[config.mk]
export PLATFORM = sky130hd
export DESIGN_NAME = r2_sdf_stage_ctrl
export DESIGN_NICKNAME = d
export VERILOG_FILES = /design/src/rtl/r2_sdf_stage_ctrl_pkg.sv /design/src/rtl/r2_sdf_stage_ctrl_delay_line.sv /design/src/rtl/r2_sdf_stage_ctrl.sv
export SDC_FILE = /design/constraint.sdc
export NUM_CORES = 1
export LEC_CHECK = 0
export BUFFER_PORTS_ARGS = -buffer_cell sky130_fd_sc_hd__buf_2
export CAP_MARGIN = 20
export CORE_MARGIN = 2
export CORE_UTILIZATION = 42
export CTS_CLUSTER_DIAMETER = 50
export DETAILED_ROUTE_END_ITERATION = 12
export GPL_TIMING_DRIVEN = 0
export SLEW_MARGIN = 5
export SYNTH_ARGS = -nofsm -noshare
export SYNTH_HDL_FRONTEND = slang
export SYNTH_SLANG_ARGS = --single-unit
[constraint.sdc]
create_clock -name clock -period 5.65 [get_ports clock]
set_input_delay 0 -clock clock [delete_from_list [all_inputs] [get_ports clock]]
set_output_delay 0 -clock clock [all_outputs]
set_load 0.02 [all_outputs]
[src/rtl/r2_sdf_stage_ctrl_pkg.sv]
// Shared types and saturating complex arithmetic for the radix-2 SDF FFT stage.
package r2_sdf_stage_ctrl_pkg;

    localparam int unsigned DATA_WIDTH = 16;

    typedef struct packed {
        logic [DATA_WIDTH-1:0] data_r;
        logic [DATA_WIDTH-1:0] data_i;
    } data_sample_t;

    typedef enum logic [1:0] {
        IDLE  = 2'd0,
        FILL  = 2'd1,
        BFLY  = 2'd2,
        DRAIN = 2'd3
    } sdf_state_t;

    // Clamp a W+1 bit two's-complement value into W bits.
    function automatic logic [DATA_WIDTH-1:0] sat_16(input logic [DATA_WIDTH:0] x);
        if (x[DATA_WIDTH] != x[DATA_WIDTH-1]) begin
            return x[DATA_WIDTH] ? {1'b1, {(DATA_WIDTH-1){1'b0}}}
                                 : {1'b0, {(DATA_WIDTH-1){1'b1}}};
        end
        return x[DATA_WIDTH-1:0];
    endfunction

    function automatic data_sample_t cadd(input data_sample_t a, input data_sample_t b);
        data_sample_t r;
        r.data_r = sat_16({a.data_r[DATA_WIDTH-1], a.data_r} + {b.data_r[DATA_WIDTH-1], b.data_r});
        r.data_i = sat_16({a.data_i[DATA_WIDTH-1], a.data_i} + {b.data_i[DATA_WIDTH-1], b.data_i});
        return r;
    endfunction

    function automatic data_sample_t csub(input data_sample_t a, input data_sample_t b);
        data_sample_t r;
        r.data_r = sat_16({a.data_r[DATA_WIDTH-1], a.data_r} - {b.data_r[DATA_WIDTH-1], b.data_r});
        r.data_i = sat_16({a.data_i[DATA_WIDTH-1], a.data_i} - {b.data_i[DATA_WIDTH-1], b.data_i});
        return r;
    endfunction

endpackage

[src/rtl/r2_sdf_stage_ctrl_delay_line.sv]
// Single-pointer circular feedback buffer; the read returns the old entry while it is overwritten.
module r2_sdf_stage_ctrl_delay_line
    import r2_sdf_stage_ctrl_pkg::*;
#(
    parameter int unsigned DEPTH = 8
) (
    input  logic                     clock,
    input  logic                     en,
    input  logic [$clog2(DEPTH)-1:0] addr,
    input  data_sample_t             wr_data,
    output data_sample_t             rd_data
);

    data_sample_t mem [DEPTH];

    assign rd_data = mem[addr];

    always_ff @(posedge clock) begin
        if (en) begin
            mem[addr] <= wr_data;
        end
    end

endmodule

[src/rtl/r2_sdf_stage_ctrl.sv]
// Sequencer for one radix-2 DIF single-path-delay-feedback FFT stage:
// sums stream out during the second half-frame, differences during the next first half.
module r2_sdf_stage_ctrl
    import r2_sdf_stage_ctrl_pkg::*;
#(
    parameter int unsigned DELAY = 8
) (
    input  logic                     clock,
    input  logic                     reset_n,
    input  logic                     in_valid,
    output logic                     in_ready,
    input  data_sample_t             in_data,
    input  logic                     flush,
    output logic                     out_valid,
    output data_sample_t             out_data,
    output logic                     out_twiddle_en,
    output logic [$clog2(DELAY)-1:0] out_idx,
    output logic                     busy
);

    localparam int unsigned AW = $clog2(DELAY);
    localparam int unsigned CW = AW + 1;
    localparam logic [CW-1:0] HALF_LAST = CW'(DELAY - 1);
    localparam logic [CW-1:0] FULL_LAST = CW'(2 * DELAY - 1);

    sdf_state_t   state, state_d;
    logic [CW-1:0] cnt, cnt_d;
    logic          pending, pending_d;

    logic          adv_c;
    logic          wr_en;
    data_sample_t  wr_data, head;
    logic          valid_d, tw_d;
    data_sample_t  data_d;
    logic [AW-1:0] idx_d;

    assign adv_c = (in_valid & in_ready) | (state == DRAIN);

    r2_sdf_stage_ctrl_delay_line #(.DEPTH(DELAY)) u_line (
        .clock   (clock),
        .en      (wr_en),
        .addr    (cnt[AW-1:0]),
        .wr_data (wr_data),
        .rd_data (head)
    );

    // State, counter and registered outputs.
    always_ff @(posedge clock or negedge reset_n) begin
        if (!reset_n) begin
            state          <= IDLE;
            cnt            <= '0;
            pending        <= 1'b0;
            out_valid      <= 1'b0;
            out_data       <= '0;
            out_twiddle_en <= 1'b0;
            out_idx        <= '0;
            busy           <= 1'b0;
            in_ready       <= 1'b1;
        end else begin
            state     <= state_d;
            cnt       <= cnt_d;
            pending   <= pending_d;
            out_valid <= valid_d;
            if (valid_d) begin
                out_data       <= data_d;
                out_twiddle_en <= tw_d;
                out_idx        <= idx_d;
            end
            busy     <= (state_d != IDLE);
            in_ready <= (state_d != DRAIN);
        end
    end

    // Next state; the DRAIN entry is the one transition taken on a non-advancing cycle.
    always_comb begin
        state_d   = state;
        cnt_d     = cnt;
        pending_d = pending;
        unique case (state)
            IDLE: begin
                if (adv_c) begin
                    state_d   = FILL;
                    cnt_d     = CW'(1);
                    pending_d = 1'b0;
                end
            end
            FILL: begin
                if (adv_c) begin
                    cnt_d = cnt + CW'(1);
                    if (cnt == HALF_LAST) begin
                        state_d   = BFLY;
                        pending_d = 1'b0;
                    end
                end else if ((cnt == '0) && pending && flush) begin
                    state_d = DRAIN;
                end
            end
            BFLY: begin
                if (adv_c) begin
                    if (cnt == FULL_LAST) begin
                        state_d   = FILL;
                        cnt_d     = '0;
                        pending_d = 1'b1;
                    end else begin
                        cnt_d = cnt + CW'(1);
                    end
                end
            end
            DRAIN: begin
                if (cnt == HALF_LAST) begin
                    state_d   = IDLE;
                    cnt_d     = '0;
                    pending_d = 1'b0;
                end else begin
                    cnt_d = cnt + CW'(1);
                end
            end
            default: begin
                state_d = IDLE;
            end
        endcase
    end

    // Delay-line write and result selection.
    always_comb begin
        wr_en   = 1'b0;
        wr_data = in_data;
        valid_d = 1'b0;
        tw_d    = 1'b0;
        data_d  = '0;
        idx_d   = cnt[AW-1:0];
        unique case (state)
            IDLE: begin
                wr_en = adv_c;
            end
            FILL: begin
                wr_en = adv_c;
                if (adv_c && pending) begin
                    valid_d = 1'b1;
                    tw_d    = 1'b1;
                    data_d  = head;
                end
            end
            BFLY: begin
                if (adv_c) begin
                    wr_en   = 1'b1;
                    wr_data = csub(head, in_data);
                    valid_d = 1'b1;
                    data_d  = cadd(head, in_data);
                end
            end
            DRAIN: begin
                valid_d = 1'b1;
                tw_d    = 1'b1;
                data_d  = head;
            end
            default: begin
                wr_en = 1'b0;
            end
        endcase
    end

endmodule
==> results of run 1 <==
==> kinds of logic (layout without fill, tap and decap cells) <==
family                   after synthesis  in the layout
AO/OA/AOI/OAI                        390            390
AND/OR/NAND/NOR                      298            298
flip-flops                           302            302
multiplexers                          11             11
XOR/XNOR                              45             45
adder cells (fa/ha/maj)               73             73
buffers and inverters                137            321
==> timing repair <==
action / 4_1_cts / 5_1_grt
hold buffers: 9 / 0
gates resized for setup: 71 / 37
setup endpoints to repair: 287 / 229
endpoints found under the hold margin: 80 / 0
pin swaps: 2 / 1
buffers inserted: 11 / 7
==> final timing paths <==
| path | from | to | slack (ps) | depth (start not counted) |
|---|---|---|---|---|
| worst max-delay path | cnt[1] | u_line.mem[4][6] | 190 | 20 |
| worst min-delay path | in_data[3] | u_line.mem[1][3] | 30 | 3 |
| worst max register to register | cnt[1] | u_line.mem[4][6] | 190 | 20 |
| worst min register to register | out_idx[1] | out_idx[1] | 470 | 2 |
| max in group asynchronous | reset_n | out_data[4] | 3800 | 4 |
| min in group asynchronous | reset_n | cnt[1] | 510 | 4 |
==> cell type report <==
type	instances	area, sq um
plain buffers	68	364
clock buffers	43	948
clock inverters	22	193
fillers	3061	17500
inverters	68	259
multi-input cells	817	5920
flip-flops and latches	302	8840
well taps	461	577
repair buffers	120	848
==> critical path, delay by kind of cell (launching register included) <==
family	cells	cell delay (ps)
simple gates	4	1040
flops	1	410
buf+inv	4	850
fa+ha+maj	3	1090
compound gates	9	1780
==> cells in the final DEF, fill, tap and decap left out, types with 13 or more instances in the layout <==
master / n
a211oi_1: 18
a21oi_1: 76
a221oi_1: 13
a22o_1: 20
a22oi_1: 88
and3_1: 21
buf_2: 92
buf_4: 30
clkbuf_1: 32
clkbuf_16: 37
dfrtp_1: 43
edfxtp_1: 256
ha_1: 68
inv_1: 64
nand2_1: 63
nand3_1: 35
nand4_1: 17
nor2_1: 80
nor3_1: 22
o21ai_0: 50
xnor2_1: 38
==> layer usage <==
layer / up-vias / part of all wire (%) / wire length (um)
li1: 5136 / - / -
met1: 5613 / 46 / 20800
met2: 432 / 45 / 20600
met3: 49 / 6.7 / 3050
met4: 0 / 1.9 / 867
met5: - / 0 / 0
==> synthesized netlist by cell type (13+ instances only) <==
cell,n,area share [%]
nand4_1,17,0.70
inv_1,65,1.6
a22o_1,20,1.2
and3_1,25,1.0
a21oi_1,85,2.8
nor3_1,28,0.93
nand2_1,64,1.6
a22oi_1,88,4.4
xnor2_1,38,2.2
ha_1,68,5.6
clkbuf_1,49,1.2
nor2_1,82,2.0
edfxtp_1,256,51
dfrtp_1,45,7.5
nand3_1,38,1.3
a211oi_1,20,0.99
a221oi_1,13,0.75
o21ai_0,58,1.9
==> stage by stage <==
step / utilization [%] / hold slack [ps] / setup WS [ps] / cells / cell area, sq um
global route: 50.6 / 45.8 / 4.58 / 1901 / 17900
CTS: 50.2 / 7.36 / 40.7 / 1894 / 17800
finish: 50.6 / 26.9 / 192 / 1901 / 17900
floorplan: - / -296 / 314 / 1256 / 15100
global placement: 45.2 / 290 / -2510 / 1791 / 16100
detailed placement: 46.0 / -8.49 / -2550 / 1810 / 16300
==> flip-flops by register name, summed over array words and instances, names as in the netlist <==
signal,cells
out_idx,3
out_valid,1
cnt,4
busy,1
state,2
pending,1
in_ready,1
u_line.mem,256
out_data,32
out_twiddle_en,1
==> summary.md, run 1 <==
| Metric | Value |
|---|---|
| Status | finished clean |
| Yosys cell types | 76 |
| Final Max Slew Viols | 0 |
| Avg Vias per Cell | 5.91 |
| Slew HR | 31.3% |
| Grt peak-use layer | met2 |
| Met1 Use GR | 35.2% |
| Main combinational cell family by area after synthesis | compound AO/OA/AOI/OAI gates |
| Port Buffers | 74 |
| Setup TNS | 0 ps |
| Post-synth ARST share | roughly 15% |
| Total Wirelength | 45,300 um |
| CP max stage delay | 450 ps |
| Post-Synth Simple-Gate Area | 9.53% |
| TritonCTS clock tree | built |
| CP cell instances | inv_1 > nor3_4 > clkbuf_4 > a22oi_1 > and3_1 > ha_1 > fa_1 > and2b_1 > o31ai_4 > a211oi_2 > o31ai_1 > a21oi_1 > nand2_1 > a21oi_1 > inv_1 > ha_1 > a211oi_4 > buf_4 > o21ai_0 > o21ai_2 |
| Final #Nets | 1,521 |
| Syn Inst Count | ~1,300 |
| Synth Area in Compound Gates | 18.4% |
| Iter 0 DRT Violations | 1,188 |
| Num CTS Buffers | 36 |
| Row Count | 69 |
| Die Wd | 194 um |
| Critical-path top delay cell | fa_1 |
| Post-Synthesis Net Count | 1,364 |
| Vias in the first global route | 10,600 |
| Worst Tran Pin Value | 1030 ps |
| Die Y | 194 um |
| Achievable Freq | 0.183 GHz |
| Global-route wire length before repair | 67,300 um |
| Pin count of the biggest net entering global routing | 31 |
| RSZ-0062 raised after global routing | false |
| Reg clk slew, reported paths | 60 ps |
| Core region area | 0.0355 sq mm |
| Routed Antenna Nets | 0 |
| Top_reg_cell synth | edfxtp_1 |
| Adder-Cell Fraction of Synth Area | 6.23% |
| EDFF count, synth | around 260 |
| Mux cell area share after synthesis | under 10% |
| WP data arrival | 5710 ps |
| Max-cap violations | 0 |
| Met3 Track Usage GR | about 3.6% |
| Register bit count reported by yosys | 302 |
| DR WL/cell | about 24 um |
| Fin crit share | 96.6% |
| Seq/Total Area, Yosys | 58.5% |
| Syn avg cell area | 12.0 sq um |
| Final setup violation count | 0 |
| Crit path capture type | flop |
| # IOs | 75 |
| Pre-antenna DRT Iters | 6 |
| WS Path Type | reg2reg |
| DIE AREA | between 0.03 and 0.04 sq mm |
| Grt met2 use | 36.3% |
| Post-synthesis xor/xnor area fraction | 2.66% |
| Diode count | 0 |
| Gr ovfl total | 0 |
| Final Hold Vio Count | 0 |
| CTS H-tree depth | 2 |
| Worst path required time | roughly 5900 ps |
| Layout cell share with drive strength beyond 1 | 19.5% |
| Synth Warn # | 0 |
| Fin crit period | 5460 ps |
| CTS Sinks | around 300 |
| Antenna violations before repair | 0 |
| Clock root cell | clkbuf_16 |
| Clk Latency, worst-skew pair | 520 ps |
| Hpwl dp | 31,900 um |
| Mapped cell area | 0.0151 sq mm |
| Vias | 11,200 |
| Crit path max fanout | 10 |
| Total GRT Usage | 23.6% |
| Startpoint Class | flop |
| Clock Tree Buf Depth | 3 |
| Layout overhead on the synthesized area | 18.8% |
| Hold Crit Class | in2reg |
| Gp weighted congestion | 0.925 |
| DRC violations left | 0 |
| Initial Util | a little over two fifths |
| Fin Clk Skew | 22.8 ps |
Power of run 1 is not shown: default switching activity piles up to over one toggle a cycle in this logic, so the estimate is an artifact.
==> run 2: changes to the inputs <==
--- a/config.mk
+++ b/config.mk
@@ -5,13 +5,15 @@
 export SDC_FILE = /design/constraint.sdc
 export NUM_CORES = 1
 export LEC_CHECK = 0
+export ABC_CLOCK_PERIOD_IN_PS = 5500
 export BUFFER_PORTS_ARGS = -buffer_cell sky130_fd_sc_hd__buf_2
 export CAP_MARGIN = 20
 export CORE_MARGIN = 2
-export CORE_UTILIZATION = 42
+export CORE_UTILIZATION = 60
 export CTS_CLUSTER_DIAMETER = 50
 export DETAILED_ROUTE_END_ITERATION = 12
 export GPL_TIMING_DRIVEN = 0
+export PLACE_DENSITY = 0.78
 export SLEW_MARGIN = 5
 export SYNTH_ARGS = -nofsm -noshare
 export SYNTH_HDL_FRONTEND = slang
==> constraint.sdc (replaced) <==
create_clock -name clock -period 5.5 [get_ports clock]
set_input_delay 0 -clock clock [delete_from_list [all_inputs] [get_ports clock]]
set_output_delay 0 -clock clock [all_outputs]
set_load 0.02 [all_outputs]
==> summary.md, run 2 (synthesis gave the netlist of run 1 again) <==
| Metric | Value |
|---|---|
| Status | finished clean (unchanged) |
| Clock Tree Buf Depth | 3 (unchanged) |
| Final Hold Vio Count | 0 (unchanged) |
| Largest regs | u_line.mem (256), out_data (32), cnt (4) (unchanged) |
| Gr ovfl total | 0 (unchanged) |
| Startpoint Class | flop (unchanged) |
| Port Buffers | 74 (unchanged) |
| Hpwl dp | 29,200 um (was 31,900 um) |
| Post-Place Cell Area | 0.0162 sq mm (was 0.0163 sq mm) |
| CTS Sinks | 302 (unchanged) |
| Crit path max fanout | 10 (unchanged) |
| Most common cell after layout, fill and taps aside | edfxtp_1 (unchanged) |
| Vias | 11,600 (was 11,200) |
| DIE AREA | 0.0265 sq mm (was 0.0375 sq mm) |
| Die Y | 163 um (was 194 um) |
| Routed Antenna Nets | 0 (unchanged) |
| Worst Tran Pin Value | 1150 ps (was 1030 ps) |
| Fin Clk Skew | 21.2 ps (was 22.8 ps) |
| Pin count of the biggest net entering global routing | 35 (was 31) |
| Clock root cell | clkbuf_16 (unchanged) |
| Fin crit period | 5420 ps (was 5460 ps) |
| Vias in the first global route | 11,300 (was 10,600) |
| Final setup violation count | 0 (unchanged) |
| Max-cap violations | 0 (unchanged) |
| Layout overhead on the synthesized area | 18.5% (was 18.8%) |
| Total GRT Usage | 32.8% (was 23.6%) |
| Worst path required time | 5780 ps (was 5900 ps) |
| Gp weighted congestion | 0.958 (was 0.925) |
| Pre-antenna DRT Iters | 6 (unchanged) |
| Final instance area | 0.0179 sq mm (about the same) |
| Crit path capture type | flop (unchanged) |
| Fill count | 1,660 (was 3,061) |
| Antenna violations before repair | 0 (unchanged) |
| Iter 0 DRT Violations | 1,860 (was 1,188) |
| WP data arrival | 5700 ps (was 5710 ps) |
| # IOs | 75 (unchanged) |
| Total Wirelength | 43,500 um (was 45,300 um) |
| Initial Util | 60.5% (was 42.6%) |
| Max reg flops | 256 (unchanged) |
| Layout cell share with drive strength beyond 1 | 19.9% (was 19.5%) |
| Clk Latency, worst-skew pair | 540 ps (was 520 ps) |
| Core region area | 0.0250 sq mm (was 0.0355 sq mm) |
| Global-route wire length before repair | 64,900 um (was 67,300 um) |
| TritonCTS clock tree | built (unchanged) |
| Reg clk slew, reported paths | 60 ps (about the same) |
| Die Wd | 163 um (was 194 um) |
| Achievable Freq | 0.185 GHz (was 0.183 GHz) |
| Num CTS Buffers | 36 (unchanged) |
| Row Count | 58 (was 69) |
| Hold Crit Class | in2reg (unchanged) |
| DR WL/cell | 24.5 um (was 23.8 um) |
| Commonest cells after routing, fill and taps aside | edfxtp_1, a22oi_1, buf_2 (was edfxtp_1, buf_2, a22oi_1) |
| Final Max Slew Viols | 0 (unchanged) |
| Biggest register | u_line.mem (unchanged) |
| Fin crit share | 98.5% (was 96.6%) |
| WS Path Type | reg2reg (unchanged) |
| Slew HR | 22.5% (was 31.3%) |
| Final #Nets | 1,525 (was 1,521) |
| CTS H-tree depth | 2 (unchanged) |
| DRC violations left | 0 (unchanged) |
| Avg Vias per Cell | 6.56 (was 5.91) |
| Diode count | 0 (unchanged) |
run 2: final timing paths:
check	slack, ps	start	end	depth (start not counted)
worst min-delay path	9	flush	state[1]	5
worst max register to register	80	cnt[1]	u_line.mem[7][8]	23
max in group asynchronous	3950	reset_n	out_data[8]	4
worst min register to register	480	out_twiddle_en	out_twiddle_en	2
worst max-delay path	80	cnt[1]	u_line.mem[7][8]	23
min in group asynchronous	520	reset_n	cnt[0]	4
run 2: layout make-up:
class | instances | area [sq um] | area share [%]
Sequential cell | 302 | 8840 | 49.4
Multi-Input combinational cell | 817 | 5940 | 33.2
Clock buffer | 42 | 923 | 5.16
Timing Repair Buffer | 124 | 902 | 5.04
Tap cell | 330 | 413 | 2.31
Buffer | 68 | 359 | 2.01
Clock inverter | 23 | 259 | 1.45
Inverter | 68 | 255 | 1.43
run 2: through the flow:
step / cells / TNS [ps] / worst slack, ps / hold slack [ps] / util, %
2_1_floorplan: 1256 / 0 / 164 / -296 / -
3_3_place_gp: 1660 / -436410 / -2410 / 276 / 63.6
3_5_place_dp: 1677 / -452620 / -2730 / -67.1 / 64.7
4_1_cts: 1762 / 0 / 10.2 / 1.54 / 71.0
5_1_grt: 1774 / -697 / -29.5 / 39.3 / 71.7
6_report: 1774 / 0 / 84.2 / 9.45 / 71.7
run 2: repair_timing:
item,CTS,global route
buffers inserted,8,10
gates cloned,0,0
setup endpoints to repair,288,224
resized for setup,72,36
pin swaps,3,3
hold buffers,13,1
endpoints found under the hold margin,117,6
run 2: routing by layer:
layer / up-vias / part of all wire (%) / global-route usage [%]
met5: - / 0 / 0
met4: 0 / 3.3 / 13.7
met3: 116 / 11 / 6.60
met2: 743 / 45 / 50.5
met1: 5655 / 40 / 45.9
li1: 5128 / - / -
run 2: critical path, cell delays in order, from the launching register on:
cell and delay, ps:
dfrtp_1 410, clkbuf_4 270, nand2_4 130, nor2_4 220, buf_2 340, a22oi_1 160, nand4_1 250, ha_1 280
buf_2 170, o21a_1 200, o31a_1 130, o21ai_2 200, a211oi_1 110, or2_2 330, a31oi_2 230, o21ai_0 140
xnor2_1 160, ha_1 420, a211oi_4 40, buf_4 180, buf_4 190, a211oi_1 330, a21oi_2 50, buf_4 190
Power of run 2 is left out for the same reason.
==> run 3: changes to the inputs <==
--- a/config.mk
+++ b/config.mk
@@ -13,6 +13,7 @@
 export CTS_CLUSTER_DIAMETER = 50
 export DETAILED_ROUTE_END_ITERATION = 12
 export GPL_TIMING_DRIVEN = 0
+export HOLD_SLACK_MARGIN = 0.12
 export PLACE_DENSITY = 0.78
 export SLEW_MARGIN = 5
 export SYNTH_ARGS = -nofsm -noshare
==> summary.md, run 3 (synthesis gave the netlist of run 1 again) <==
| Metric | Value |
|---|---|
| Hold Crit Class | in2reg (unchanged) |
| # IOs | 75 (unchanged) |
| Startpoint Class | flop (unchanged) |
| TritonCTS clock tree | built (unchanged) |
| CP max stage delay | 420 ps (about the same) |
| Avg Vias per Cell | 6.57 (was 6.56) |
| Fin Clk Skew | 22.1 ps (was 21.2 ps) |
| Achievable Freq | 0.185 GHz (about the same) |
| Final #Nets | 1,539 (was 1,525) |
| Max reg flops | 256 (unchanged) |
| Iter 0 DRT Violations | 1,863 (was 1,860) |
| Fin crit period | 5400 ps (was 5420 ps) |
| Pin count of the biggest net entering global routing | 35 (unchanged) |
| Placed Cells | 1,677 (unchanged) |
| Reg clk slew, reported paths | 60 ps (about the same) |
| Biggest register | u_line.mem (unchanged) |
| Final Max Slew Viols | 0 (unchanged) |
| CTS H-tree depth | 2 (unchanged) |
| FF/Latch Area | 0.00884 sq mm (unchanged) |
| Initial Util | 60.5% (unchanged) |
| Max-cap violations | 0 (unchanged) |
| Slew HR | 18.9% (was 22.5%) |
| Family with the most delay on the worst path | compound AO/OA/AOI/OAI gates (unchanged) |
| WP data arrival | 5650 ps (was 5700 ps) |
| Vias | 11,800 (was 11,600) |
| Clock Tree Buf Depth | 3 (unchanged) |
| Layout cell share with drive strength beyond 1 | 19.3% (was 19.9%) |
| CP cell instances | clkbuf_4 > nor3_4 > buf_4 > clkbuf_4 > a22oi_1 > nand4_1 > ha_1 > buf_2 > o21a_1 > o31a_1 > o21ai_2 > a211oi_1 > or2_2 > a31oi_2 > o21ai_0 > xnor2_1 > ha_2 > a211oi_4 > buf_4 > buf_4 > o21ai_0 > o21ai_2 (was clkbuf_4 > nand2_4 > nor2_4 > buf_2 > a22oi_1 > nand4_1 > ha_1 > buf_2 > o21a_1 > o31a_1 > o21ai_2 > a211oi_1 > or2_2 > a31oi_2 > o21ai_0 > xnor2_1 > ha_1 > a211oi_4 > buf_4 > buf_4 > a211oi_1 > a21oi_2 > buf_4) |
| Global-route wire length before repair | 65,400 um (was 64,900 um) |
| Commonest cells after routing, fill and taps aside | edfxtp_1, a22oi_1, buf_2 (unchanged) |
| Crit path max fanout | 10 (unchanged) |
| CTS Sinks | 302 (unchanged) |
| Gp weighted congestion | 0.958 (unchanged) |
| Crit path capture type | flop (unchanged) |
| Vias in the first global route | 11,400 (was 11,300) |
| Total GRT Usage | 33.0% (was 32.8%) |
| Final non-filler cell total | 1,789 (was 1,774) |
| Place WS | -2730 ps (unchanged) |
| Layout overhead on the synthesized area | 19.4% (was 18.5%) |
| Die Wd | 163 um (unchanged) |
| Largest regs | u_line.mem (256), out_data (32), cnt (4) (unchanged) |
| Gr ovfl total | 0 (unchanged) |
| Pre-antenna DRT Iters | 6 (unchanged) |
| Final Hold Vio Count | 0 (unchanged) |
| Die Y | 163 um (unchanged) |
| DRC violations left | 0 (unchanged) |
| Fin crit share | 98.2% (was 98.5%) |
| Final instance area | 0.0180 sq mm (was 0.0179 sq mm) |
| Final worst setup slack | 101 ps (was 84.2 ps) |
| Clk Latency, worst-skew pair | 540 ps (about the same) |
| Worst path required time | 5750 ps (was 5780 ps) |
| DIE AREA | 0.0265 sq mm (unchanged) |
| DR WL/cell | 24.4 um (was 24.5 um) |
| Clock root cell | clkbuf_16 (unchanged) |
| Total Wirelength | 43,600 um (was 43,500 um) |
| Core region area | 0.0250 sq mm (unchanged) |
| Hpwl dp | 29,200 um (unchanged) |
| Min Hold Slack | 171 ps (was 9.45 ps) |
| Port Buffers | 74 (unchanged) |
| Fill count | 1,657 (was 1,660) |
| Most Frequent Cell on Critical Path | buf_4 (unchanged) |
| Area of the multi-input gates | 0.00592 sq mm (was 0.00594 sq mm) |
| WP buf/inv | 6 (unchanged) |
| Num CTS Buffers | 36 (unchanged) |
| Status | finished clean (unchanged) |
| Most common cell after layout, fill and taps aside | edfxtp_1 (unchanged) |
| Row Count | 58 (unchanged) |
| Worst Tran Pin Value | 1200 ps (was 1150 ps) |
| Post-Place Cell Area | 0.0162 sq mm (unchanged) |
| WS Path Type | reg2reg (unchanged) |
| Critical-path top delay cell | dfrtp_1 (was ha_1) |
| Antenna violations before repair | 0 (unchanged) |
| Routed Antenna Nets | 0 (unchanged) |
| Final setup violation count | 0 (unchanged) |
## run 3: layer usage
layer	GRT usage, %	share of wire [%]	vias up
li1	-	-	5174
met1	46.9	40	5672
met2	51.1	45	787
met3	5.78	11	127
met4	13.6	3.5	0
met5	0	0	-
## run 3: worst paths after layout
kind	from	to	slack [ps]	depth (start not counted)
max reg2reg	cnt[1]	u_line.mem[1][6]	100	22
min	in_data[25]	u_line.mem[6][25]	170	3
min in group asynchronous	reset_n	out_data[0]	530	4
max	cnt[1]	u_line.mem[1][6]	100	22
min reg2reg	out_twiddle_en	out_twiddle_en	480	2
max in group asynchronous	reset_n	out_data[8]	3910	4
## run 3: worst reg2reg max path: stages (launching register included)
cell	delay [ps]
dfrtp_1	420
clkbuf_4	240
nor3_4	220
buf_4	280
clkbuf_4	320
a22oi_1	110
nand4_1	200
ha_1	280
buf_2	180
o21a_1	200
o31a_1	130
o21ai_2	190
a211oi_1	120
or2_2	340
a31oi_2	240
o21ai_0	140
xnor2_1	220
ha_2	360
a211oi_4	150
buf_4	190
buf_4	200
o21ai_0	130
o21ai_2	270
## run 3: area by class of cell
type                       count  share of cell area, %
timing repair buffer         138                   5.84
sequential                   302                   49.0
tap                          330                   2.29
buffer                        68                   2.01
multi-input combinational    817                   32.9
clock buffer                  42                   5.12
clock inverter                23                   1.44
antenna                        1                 0.0139
inverter                      68                   1.42
## run 3: through the flow
stage	TNS, ps	utilization (%)
floorplan	0	-
global placement	-436410	63.6
detailed placement	-452620	64.7
CTS	0	71.7
global route	-233	72.2
finish	0	72.2
## run 3: what timing repair did
action                                 CTS  global route
setup buffers                            8             6
setup endpoints to repair              288           224
endpoints found under the hold margin  246             8
gates resized for setup                 72            34
pin swaps                                3             3
hold buffers                            31             1
Power of run 3 is left out for the same reason.
